===== config.mk =====
export PLATFORM = sky130hd
export DESIGN_NAME = wb_commit_queue
export DESIGN_NICKNAME = d
export VERILOG_FILES = /design/src/rtl/wb_commit_queue_pkg.sv /design/src/rtl/wb_commit_queue_fwd_lookup.sv /design/src/rtl/wb_commit_queue.sv
export SDC_FILE = /design/constraint.sdc
export NUM_CORES = 1
export LEC_CHECK = 0
export BUFFER_PORTS_ARGS = -buffer_cell sky130_fd_sc_hd__buf_2
export CELL_PAD_IN_SITES_DETAIL_PLACEMENT = 1
export CELL_PAD_IN_SITES_GLOBAL_PLACEMENT = 2
export CORE_AREA = 2 2 189 173
export CTS_CLUSTER_DIAMETER = 100
export CTS_CLUSTER_SIZE = 14
export DETAILED_ROUTE_END_ITERATION = 8
export DIE_AREA = 0 0 191 175
export PLACE_DENSITY = 0.87
export SLEW_MARGIN = 15
export SYNTH_ARGS = -nofsm -noshare
export SYNTH_HDL_FRONTEND = slang
export SYNTH_SLANG_ARGS = --single-unit

===== constraint.sdc =====
create_clock -name clk -period 6.7 [get_ports clk]
set_input_delay 0.335 -clock clk [delete_from_list [all_inputs] [get_ports clk]]
set_output_delay 0.335 -clock clk [all_outputs]
set_load 0.05 [all_outputs]

===== src/rtl/wb_commit_queue_pkg.sv =====
// Shared widths and entry type for the write-back commit queue.
// Project-wide widths may be predefined by the build; these are fallbacks.
`ifndef WORD_WIDTH
`define WORD_WIDTH 32
`endif
`ifndef REG_FILE_ADDRESS_LEN
`define REG_FILE_ADDRESS_LEN 5
`endif
`ifndef WB_QUEUE_DEPTH
`define WB_QUEUE_DEPTH 4
`endif

package wb_commit_queue_pkg;
  localparam int WORD_W      = `WORD_WIDTH;
  localparam int ADDR_W      = `REG_FILE_ADDRESS_LEN;
  localparam int QUEUE_DEPTH = `WB_QUEUE_DEPTH;

  typedef struct packed {
    logic [ADDR_W-1:0] dest;
    logic [WORD_W-1:0] value;
  } wb_entry_t;
endpackage


===== src/rtl/wb_commit_queue_fwd_lookup.sv =====
// Youngest-first match of one read address over N {valid,dest,value} slots.
// Slot 0 is the youngest; a lower index wins over a higher one.
module wb_fwd_lookup
  import wb_commit_queue_pkg::*;
#(
  parameter int N  = QUEUE_DEPTH + 1,
  parameter int AW = ADDR_W,
  parameter int DW = WORD_W
) (
  input  logic [N-1:0]         i_valid,
  input  logic [N-1:0][AW-1:0] i_dest,
  input  logic [N-1:0][DW-1:0] i_val,
  input  logic [AW-1:0]        i_src,
  output logic                 o_hit,
  output logic [DW-1:0]        o_val
);

  always_comb begin
    o_hit = 1'b0;
    o_val = '0;
    // Scan oldest to youngest so the youngest match overwrites the rest.
    for (int i = N - 1; i >= 0; i--) begin
      if (i_valid[i] && (i_dest[i] == i_src)) begin
        o_hit = 1'b1;
        o_val = i_val[i];
      end
    end
  end

endmodule


===== src/rtl/wb_commit_queue.sv =====
// Write-back commit queue: buffers MEM results, drains one per cycle to the
// register-file write port and forwards in-flight values to ID.
module wb_commit_queue
  import wb_commit_queue_pkg::*;
#(
  parameter int DEPTH = QUEUE_DEPTH
) (
  input  logic              clk,
  input  logic              rst,
  input  logic              in_valid,
  output logic              in_ready,
  input  logic              in_wb_en,
  input  logic [ADDR_W-1:0] in_dest,
  input  logic [WORD_W-1:0] in_result,
  input  logic              wb_hold,
  output logic              writeBackEn,
  output logic [ADDR_W-1:0] dest_wb,
  output logic [WORD_W-1:0] result_WB,
  input  logic [ADDR_W-1:0] fwd_src1,
  input  logic [ADDR_W-1:0] fwd_src2,
  output logic              fwd_hit1,
  output logic              fwd_hit2,
  output logic [WORD_W-1:0] fwd_val1,
  output logic [WORD_W-1:0] fwd_val2,
  output logic              empty
);

  localparam int PTR_W = $clog2(DEPTH);
  localparam int CNT_W = PTR_W + 1;

  wb_entry_t          r_mem [DEPTH];
  logic [PTR_W-1:0]   r_rd_ptr;
  logic [PTR_W-1:0]   r_wr_ptr;
  logic [CNT_W-1:0]   r_count;
  logic               r_wb_en;
  logic [ADDR_W-1:0]  r_dest_wb;
  logic [WORD_W-1:0]  r_result_wb;

  logic w_full;
  logic w_push;
  logic w_pop;

  // in_ready depends only on state and reset, never on wb_hold.
  assign w_full   = (r_count == CNT_W'(DEPTH));
  assign in_ready = rst & ~w_full;
  assign w_push   = in_valid & in_ready & in_wb_en;
  assign w_pop    = (r_count != '0) & ~wb_hold;

  assign writeBackEn = r_wb_en;
  assign dest_wb     = r_dest_wb;
  assign result_WB   = r_result_wb;
  assign empty       = (r_count == '0);

  always_ff @(posedge clk) begin
    if (w_push) begin
      r_mem[r_wr_ptr] <= '{dest: in_dest, value: in_result};
    end
  end

  always_ff @(posedge clk or negedge rst) begin
    if (!rst) begin
      r_rd_ptr    <= '0;
      r_wr_ptr    <= '0;
      r_count     <= '0;
      r_wb_en     <= 1'b0;
      r_dest_wb   <= '0;
      r_result_wb <= '0;
    end else begin
      if (w_push) begin
        r_wr_ptr <= r_wr_ptr + PTR_W'(1);
      end
      if (w_pop) begin
        r_rd_ptr    <= r_rd_ptr + PTR_W'(1);
        r_dest_wb   <= r_mem[r_rd_ptr].dest;
        r_result_wb <= r_mem[r_rd_ptr].value;
      end
      r_wb_en <= w_pop;
      case ({w_push, w_pop})
        2'b10:   r_count <= r_count + CNT_W'(1);
        2'b01:   r_count <= r_count - CNT_W'(1);
        default: r_count <= r_count;
      endcase
    end
  end

  // Forwarding slots ordered youngest first; the last slot is the output register.
  logic [DEPTH:0]             w_slot_valid;
  logic [DEPTH:0][ADDR_W-1:0] w_slot_dest;
  logic [DEPTH:0][WORD_W-1:0] w_slot_val;

  for (genvar g = 0; g < DEPTH; g++) begin : g_slot
    logic [PTR_W-1:0] w_idx;
    assign w_idx           = r_wr_ptr - PTR_W'(g + 1);
    assign w_slot_valid[g] = (CNT_W'(g) < r_count);
    assign w_slot_dest[g]  = r_mem[w_idx].dest;
    assign w_slot_val[g]   = r_mem[w_idx].value;
  end

  assign w_slot_valid[DEPTH] = r_wb_en;
  assign w_slot_dest[DEPTH]  = r_dest_wb;
  assign w_slot_val[DEPTH]   = r_result_wb;

  wb_fwd_lookup #(.N(DEPTH + 1), .AW(ADDR_W), .DW(WORD_W)) u_fwd1 (
    .i_valid (w_slot_valid),
    .i_dest  (w_slot_dest),
    .i_val   (w_slot_val),
    .i_src   (fwd_src1),
    .o_hit   (fwd_hit1),
    .o_val   (fwd_val1)
  );

  wb_fwd_lookup #(.N(DEPTH + 1), .AW(ADDR_W), .DW(WORD_W)) u_fwd2 (
    .i_valid (w_slot_valid),
    .i_dest  (w_slot_dest),
    .i_val   (w_slot_val),
    .i_src   (fwd_src2),
    .o_hit   (fwd_hit2),
    .o_val   (fwd_val2)
  );

endmodule


After elaboration in Yosys (flattened, before gate mapping)
Memories as Yosys holds them, arrays and structs flattened. A register that Yosys moved wholly into a read port is not among the register bits.
Index checks and enable logic that the tools add are counted.

word-level totals
  register bits after elaboration = 8
  memory bits (writable) = 148
  input bits = 52
  output and inout port bits = 106
  memories = 1

memories
  memory  depth  bits a word  rd ports  clocked after memory_dff  write ports  RTL line               source
  r_mem   4      37           5         1                         1            wb_commit_queue.sv:31  wb_entry_t r_mem [DEPTH];

cells by class
  add/sub/neg operators = 7
  order comparisons = 4
  equality and inequality tests = 13
  mux-type cells = 23
  bitwise operators = 6
  reduce and logical (&&, ||, !) cells = 14

operators with widths
  cell                                                       count
  2-to-1 mux 32 bit                                          10
  == test 5 bit                                              10
  2-to-1 mux 1 bit                                           12
  logical AND 1 bit                                          10
  less-than comparator 1 x 3 -> 1 bit, first input constant  2
  less-than comparator 2 x 3 -> 1 bit, first input constant  2
  case mux 3 bit (2 select lines)                            1
  adder 2 x 1 -> 2 bit, second input constant                2
  AND 1 bit                                                  4
  subtractor 2 bit, second input constant                    2
  adder 3 x 1 -> 3 bit, second input constant                1
  == test 3 bit, second input constant                       1
  logical NOT 3 bit                                          1
  nonzero test 3 bit                                         1
  subtractor 3 x 1 -> 3 bit, second input constant           1
  == test 2 x 1 -> 1 bit, second input constant              1
  == test 2 bit, second input constant                       1
  NOT 1 bit                                                  2
  nonzero test 2 bit                                         1
  subtractor 2 x 1 -> 2 bit, second input constant           1
  logical NOT 1 bit                                          1

Longest topological paths before layout
Gate-level depths: netlist of run 1.

  word-level depth = 7
  mapped depth = 16

Modules after synthesis
From an unflattened synthesis of run 1, not the netlist that was laid out.

unflattened totals
  cell total of the unflattened synthesis = 940
  area, all modules = 14,122.3 um2

modules (own cells, without submodules)
  module           instances  cells each  area each (um2)  sequential area each (um2)
  wb_commit_queue  1          536         10,984.3         5,570.3
  wb_fwd_lookup    2          202         1,569.0          0.0

Worst setup path before layout of run 1
Ideal clock, no wire load.

  path type = reg2out
  start point = register r_wr_ptr[1]
  end point = output port fwd_val2[10]
  arrival = 4,551 ps
  slack = 1,814 ps
  cell stages (with the launch flop) = 16
  path through = dfrtp_1 > buf_2 > buf_1 > clkbuf_1 > buf_2 > inv_1 > ha_1 > buf_4 > mux4_2 > xor2_1 > nor4_1 > and2_1 > buf_2 > buf_2 > a221oi_2 > o221ai_1

on the way
  word-level cells in the longest chain between the ends = 7

RTL lines
  item                              RTL line                          source
  start: declaration                wb_commit_queue.sv:33             logic [PTR_W-1:0] r_wr_ptr;
  start signal: assignment          wb_commit_queue.sv:70             r_wr_ptr <= r_wr_ptr + PTR_W'(1);
  subtractor 2 bit *                wb_commit_queue.sv:93             assign w_idx = r_wr_ptr - PTR_W'(g + 1);
  net g_slot[2].w_idx[1]            wb_commit_queue.sv:92             logic [PTR_W-1:0] w_idx;
  memory (4 x 37 bit) *             -
  == test 5 bit                     wb_commit_queue_fwd_lookup.sv:23  if (i_valid[i] && (i_dest[i] == i_src)) begin
  logical AND 1 bit                 wb_commit_queue_fwd_lookup.sv:23
  2-to-1 mux 32 bit * (3 in a row)  wb_commit_queue_fwd_lookup.sv:23
  end: declaration                  wb_commit_queue.sv:24             output logic [WORD_W-1:0] fwd_val2,

Mark *: on every way through the listed nets, which the timed path passes. The rest lies on a longest branch.

Worst setup path in the final report of run 1
  start point = register r_wr_ptr[0]
  end point = output port fwd_val2[0]

on the way
  word-level cells in the longest chain between the ends = 7

RTL lines
  item                                                     RTL line
  subtractor 2 bit or memory (4 x 37 bit) (tied branches)  -
  memory (4 x 37 bit) *                                    -
  == test 5 bit or logical AND 1 bit (tied branches)       wb_commit_queue_fwd_lookup.sv:23
  logical AND 1 bit or 2-to-1 mux 32 bit (tied branches)   wb_commit_queue_fwd_lookup.sv:23
  2-to-1 mux 32 bit (2 in a row)                           wb_commit_queue_fwd_lookup.sv:23
  2-to-1 mux 32 bit *                                      wb_commit_queue_fwd_lookup.sv:23

Mark *: on every way between the ends. The rest lies on a longest branch, timed or not.

==> results of run 1 <==
-- stage by stage --
step | area (sq um) | power (mW) | hold WS, ps | worst slack (ps)
finish | 15890 | 8.451 | 74.12 | 1809
global placement | 15320 | 7.321 | 547.8 | 2411
CTS | 15880 | 8.461 | 89.07 | 1808
detailed placement | 15320 | 7.441 | 553.0 | 2312
global route | 15880 | 8.853 | 90.05 | 1579
floorplan | 14320 | 6.169 | 39.41 | 1814
-- layout by cell type, fill, tap and decap left out, types with 30 or more instances in the layout --
cell type,instances
nand2_1,106
buf_2,157
dfrtp_1,41
mux4_2,153
mux2_2,69
and2_1,32
o221ai_1,44
edfxtp_1,148
mux2i_1,33
a221oi_2,30
o21ai_0,35
a221oi_1,34
o211ai_1,65
-- area by class of cell --
cell class,instances,area (sq um)
fill,3180,15530
clock buffer,18,429.2
timing repair buffer,182,973.4
antenna,3,7.507
clock inverter,14,131.4
multi-input combinational,731,8218
tap,416,520.5
inverter,6,22.52
sequential,193,5583
-- routing by layer --
layer	routed length (microns)	share of wire	vias up
met5	25	0.00052	-
met4	1490	0.031	4
met3	3783	0.079	127
met2	24060	0.50	626
met1	18540	0.39	5878
li1	-	-	4531
-- power by group --
part	internal (mW)	switching, mW
Sequential	1.49	0.376
Clock	0.519	0.489
Combinational	2.12	3.46
Total	4.13	4.32
-- registers in the layout, summed over array words and instances (netlist names) --
signal	count
r_rd_ptr	2
r_wr_ptr	2
dest_wb	5
r_count	3
result_WB	32
r_mem	148
writeBackEn	1
-- kinds of logic after synthesis --
| family | Yosys count |
|---|---|
| compound gates | 233 |
| xor+xnor | 56 |
| fa+ha+maj | 9 |
| buf+inv | 125 |
| flops | 193 |
| mux | 255 |
| simple gates | 178 |
-- path summary, 6_finish.rpt --
check	cells after the start	end	slack (ps)
worst max-delay path	9	fwd_val2[0]	1810
worst min-delay path	2	result_WB[26]$_DFFE_PN0P_	70
worst max register to register	5	r_mem[1][11]$_DFFE_PP_	2930
worst min register to register	2	r_count[1]$_DFFE_PN0P_	590
max in group asynchronous	2	r_rd_ptr[0]$_DFFE_PN0P_	6000
min in group clk	1	r_mem[0][26]$_DFFE_PP_	90
-- worst max-delay path, cell delays in order (launching register included) --
cell and delay, ps:
dfrtp_4 420, buf_4 730, mux4_2 650, xnor2_1 240, nand3_2 150, nor2_4 480, buf_4 530, a221oi_1 170
o221ai_1 350, buf_2 330
==> reports/metrics.csv, run 1 <==
metric;value;unit
complex-gate fraction of the synthesized area;0.1485;
post_cts resized;0;
relative max-transition margin;0.1888;
GR Util met2;0.4876;
vias;11170;
number of global-route vias before repair;11550;
buffers added on ports;157;
IO Pins;158;
nets@finish;1192;
Initial DRT Pass Iterations;7;
Post-synth top cells;mux4_2, edfxtp_1, nand2_1, mux2_2, o211ai_1;
multiplexer area fraction after synthesis;0.3180;
CTS tree;built;
Yosys reg bits;193;
largest net degree at the start of global routing;67;
Synth Warn #;0;
XOR/XNOR Fraction of Synth Area;0.03425;
WP data required;6360;ps
WS Path Type;register to primary output;
gr busiest metal;met2;
initial antenna violation count;4;
CTS root buf;clkbuf_16;
Die X;191;microns
grt ovf;0;
Rows;62;
initial core utilization;0.4558;
Util after Layout;0.5056;
H-tree Lvls;4;
outcome;complete, no violations;
ranking of synthesized cells by area;edfxtp_1, mux4_2, dfrtp_1;
Final Slew Violations;0;
met1 Usage GRT;0.3726;
Post-CTS Setup Inserts;0;
Vias/cell;7.144;
adder-cell area share of the yosys netlist;0.007864;
mapped cell area;14320;sq um
IR drop worst, VDD;0.0003799;V
Worst Setup Start Kind;register;
leakage power;5.478;nW
Synthesized Nets;1110;
Post-synth EDFFs;148;
final hold vios;0;
Peak Freq;204.5;MHz
hold-fix buffers at CTS;0;
async set-reset flop share out of synthesis;0.2332;
Yosys cell types;42;
Final Cycle Share;0.7300;
final setup vio count;0;
start of the worst register-to-register path;r_wr_ptr[0]$_DFFE_PN0P_;
CTS Sinks;193;
clk_skew;12.78;ps
routability cong.;0.8657;
Clock Pin Slew Worst Setup and Hold Paths;80;ps
worst path arrival time;4560;ps
CTS buffer count;17;
first-pass GRT wire length;71.94;mm
Fin Setup TNS;0;ps
drt drc;0;
register area share after synthesis;0.3890;
most frequent cell after synthesis;mux4_2;
GR Util All Layers;0.2896;
DRT Wirelength;47.89;mm
Synth top area share;0.3104;
Wirelength per Cell;30.64;microns
Post-Synth Simple-Gate Area;0.06055;
Syn Inst Count;1049;
layout cell share with drive strength beyond 1;0.4476;
core area;31420;sq um
die footprint;33430;sq um
P&R area growth vs syn;10.93;%
buffer depth of the longest clock path;2;
Routed Antenna Nets;0;
reported max-cap violation count;0;
largest family of logic cells by synthesized area;multiplexers;
Synth area leader;edfxtp_1;
RSZ-0062 raised after global routing;no;
min cycle time layout;4891;ps
worst-margin pin slew;1214;ps
Syn Area/Cell;13.65;sq um
min-delay worst type;primary input to asynchronous set/reset pin;
First DRT Iteration DRCs;1005;
crit path max fanout;57;
post-route insts no fill;1563;
clock latency on the worst-skew pair;450;ps
ys flop type;edfxtp_1;
crit path from;r_wr_ptr[0]$_DFFE_PN0P_;
pwr/cell area;532.0;nW/um^2
Placed Instances;1528;
placed wire-length estimate;29.55;mm
M3 GR Usage;0.05061;
crit end category;primary output;
die height;175;microns
(Power assumes the default switching activity.)
==> inputs of run 2 (changes only) <==
CORE_AREA = 2 2 198 181   (was 2 2 189 173)
DIE_AREA = 0 0 200 183   (was 0 0 191 175)
PLACE_DENSITY = 0.8   (was 0.87)
clock period = 5 ns   (was 6.7 ns; I/O delays follow)
==> reports/metrics.csv, run 2 (synthesis results as in run 1) <==
metric;value;unit;change
number of global-route vias before repair;11260;;was 11,550
die height;183;microns;was 175 microns
buffer depth of the longest clock path;2;;unchanged
r2r endpoint;r_mem[3][8]$_DFFE_PP_;;was r_mem[1][11]$_DFFE_PP_
nets@finish;1203;;was 1,192
WP data required;4750;ps;was 6360 ps
final setup vio count;0;;unchanged
vias;10970;;was 11,170
DRT Wirelength;47.79;mm;was 47.89 mm
pwr/cell area;720.0;nW/um^2;was 532.0 nW/um^2
Worst Setup Start Kind;register;;unchanged
Clock Pin Slew Worst Setup and Hold Paths;80;ps;about the same
max reg flops;148;;unchanged
outcome;complete, no violations;;unchanged
Initial DRT Pass Iterations;8;;was 7
Final Slew Violations;0;;unchanged
IR drop worst, VDD;0.0003943;V;was 0.0003799 V
Die X;200;microns;was 191 microns
P&R area growth vs syn;12.76;%;was 10.93%
CTS buffer count;17;;unchanged
fillcell total;3510;;was 3,180
worst-margin pin slew;991.4;ps;was 1214 ps
CTS root buf;clkbuf_16;;unchanged
core area;34560;sq um;was 31,420 sq um
clock latency on the worst-skew pair;450;ps;about the same
CTS tree;built;;unchanged
leading cell type in the layout, fill and taps excluded;buf_2;;unchanged
grt ovf;0;;unchanged
leakage power;5.578;nW;was 5.478 nW
final hold vios;0;;unchanged
drt drc;0;;unchanged
crit path max fanout;31;;was 57
IO Pins;158;;unchanged
Biggest register;r_mem;;unchanged
Vias/cell;6.752;;was 7.144
die footprint;36600;sq um;was 33,430 sq um
relative max-transition margin;0.3391;;was 0.1888
start of the worst register-to-register path;r_count[0]$_DFFE_PN0P_;;was r_wr_ptr[0]$_DFFE_PN0P_
clk_skew;16.23;ps;was 12.78 ps
min cycle time layout;4751;ps;
Ant. Diodes;0;;was 3
HP Start;in_result[12];;
Fin Setup TNS;0;ps;unchanged
routability cong.;0.7995;;was 0.8657
layout cell share with drive strength beyond 1;0.4476;;about the same
reg2reg setup slack;1930;ps;was 2930 ps
Routed Antenna Nets;0;;unchanged
Hold Path Depth;1;;
crit end category;primary output;;unchanged
first-pass GRT wire length;72.22;mm;was 71.94 mm
FF/Latch Area;5580;sq um;was 5583 sq um
H-tree Lvls;4;;unchanged
CTS Sinks;193;;unchanged
reported max-cap violation count;0;;unchanged
Hold EP;r_mem[1][12]$_DFFE_PP_;;
final hold slack;14.56;ps;was 74.12 ps
initial antenna violation count;1;;was 4
Peak Freq;210.5;MHz;
Wirelength per Cell;29.43;microns;was 30.64 microns
worst path arrival time;4500;ps;was 4560 ps
FF-to-FF path depth;6;;was 5
initial core utilization;0.4143;;was 0.4558
most frequent cells in the layout;buf_2, mux4_2, edfxtp_1, nand2_1, mux2_2;;unchanged
footprint of the multi-input gates;8219;sq um;was 8218 sq um
min-delay worst type;primary input to register;;was primary input to asynchronous set/reset pin
Final Cycle Share;0.9502;;
WS Path Type;register to primary output;;unchanged
buffers added on ports;157;;unchanged
largest net degree at the start of global routing;67;;unchanged
Rows;65;;was 62
GR Util All Layers;0.2672;;was 0.2896
RSZ-0062 raised after global routing;no;;unchanged
placed wire-length estimate;30.35;mm;was 29.55 mm
First DRT Iteration DRCs;1226;;was 1,005
==> run 2: changes by cell type in the layout (fill, tap and decap cells not counted), sizes merged <==
cell	change
buf	+9
bufinv	+3
clkbuf	+3
clkinv	-3
clkinvlp	-2
diode	-3
dlygate4sd3	+2
inv	-1
==> run 2: how the worst max path moves through the flow <==
stage	startpoint	cells after the start	to
floorplan	r_wr_ptr[1]$_DFFE_PN0P_	15	fwd_val2[10]
CTS	r_wr_ptr[1]$_DFFE_PN0P_	10	fwd_val2[1]
global placement	r_wr_ptr[1]$_DFFE_PN0P_	9	fwd_val2[1]
global route	r_wr_ptr[0]$_DFFE_PN0P_	8	fwd_val1[21]
detailed placement	r_wr_ptr[1]$_DFFE_PN0P_	9	fwd_val2[1]
finish	r_wr_ptr[0]$_DFFE_PN0P_	8	fwd_val1[21]
==> run 2: where the power goes <==
part           internal, mW  switching [mW]
clock network         0.845           0.630
registers              2.00           0.476
logic                  2.95            4.73
total                  5.79            5.84
==> run 2: timing repair <==
item,in CTS,in global routing
pin swaps,1,1
hold buffers,2,0
endpoints found under the setup margin,29,1
buffers inserted,1,3
resized for setup,1,0
cloned,0,0
hold endpoints to repair,8,0
==> run 2: per-layer routing <==
layer,GRT usage,vias up,share of wire
met5,0,-,0.00027
met4,0.08148,2,0.022
met3,0.06013,72,0.086
met2,0.4156,581,0.47
met1,0.3738,5752,0.43
li1,-,4558,-
==> run 2: per-stage QoR <==
stage	std cells	utilization	total power, mW	instance area, sq um	setup slack [ps]
6_report	1624	0.4671	11.63	16150	249.1
5_1_grt	1624	0.4671	12.22	16150	53.00
4_1_cts	1620	0.4659	11.60	16100	149.6
3_5_place_dp	1585	0.4466	10.03	15440	321.8
3_3_place_gp	1585	0.4466	9.934	15440	472.0
2_1_floorplan	1049	-	8.266	14320	198.8
==> run 2: final cells by class <==
cell class	instances	share of cell area
multi-input cells	731	0.5090
clock buffers	21	0.02728
inverters	6	0.001395
clock inverters	11	0.01093
flip-flops and latches	193	0.3456
repair buffers	193	0.06943
well taps	469	0.03634
==> run 2: critical path, stage by stage, from the launching register on <==
cell	delay, ps
dfrtp_4	610
buf_4	400
mux4_2	600
xor2_1	180
nor4_2	300
nand3_2	450
nand2b_4	630
o221ai_1	510
buf_2	350
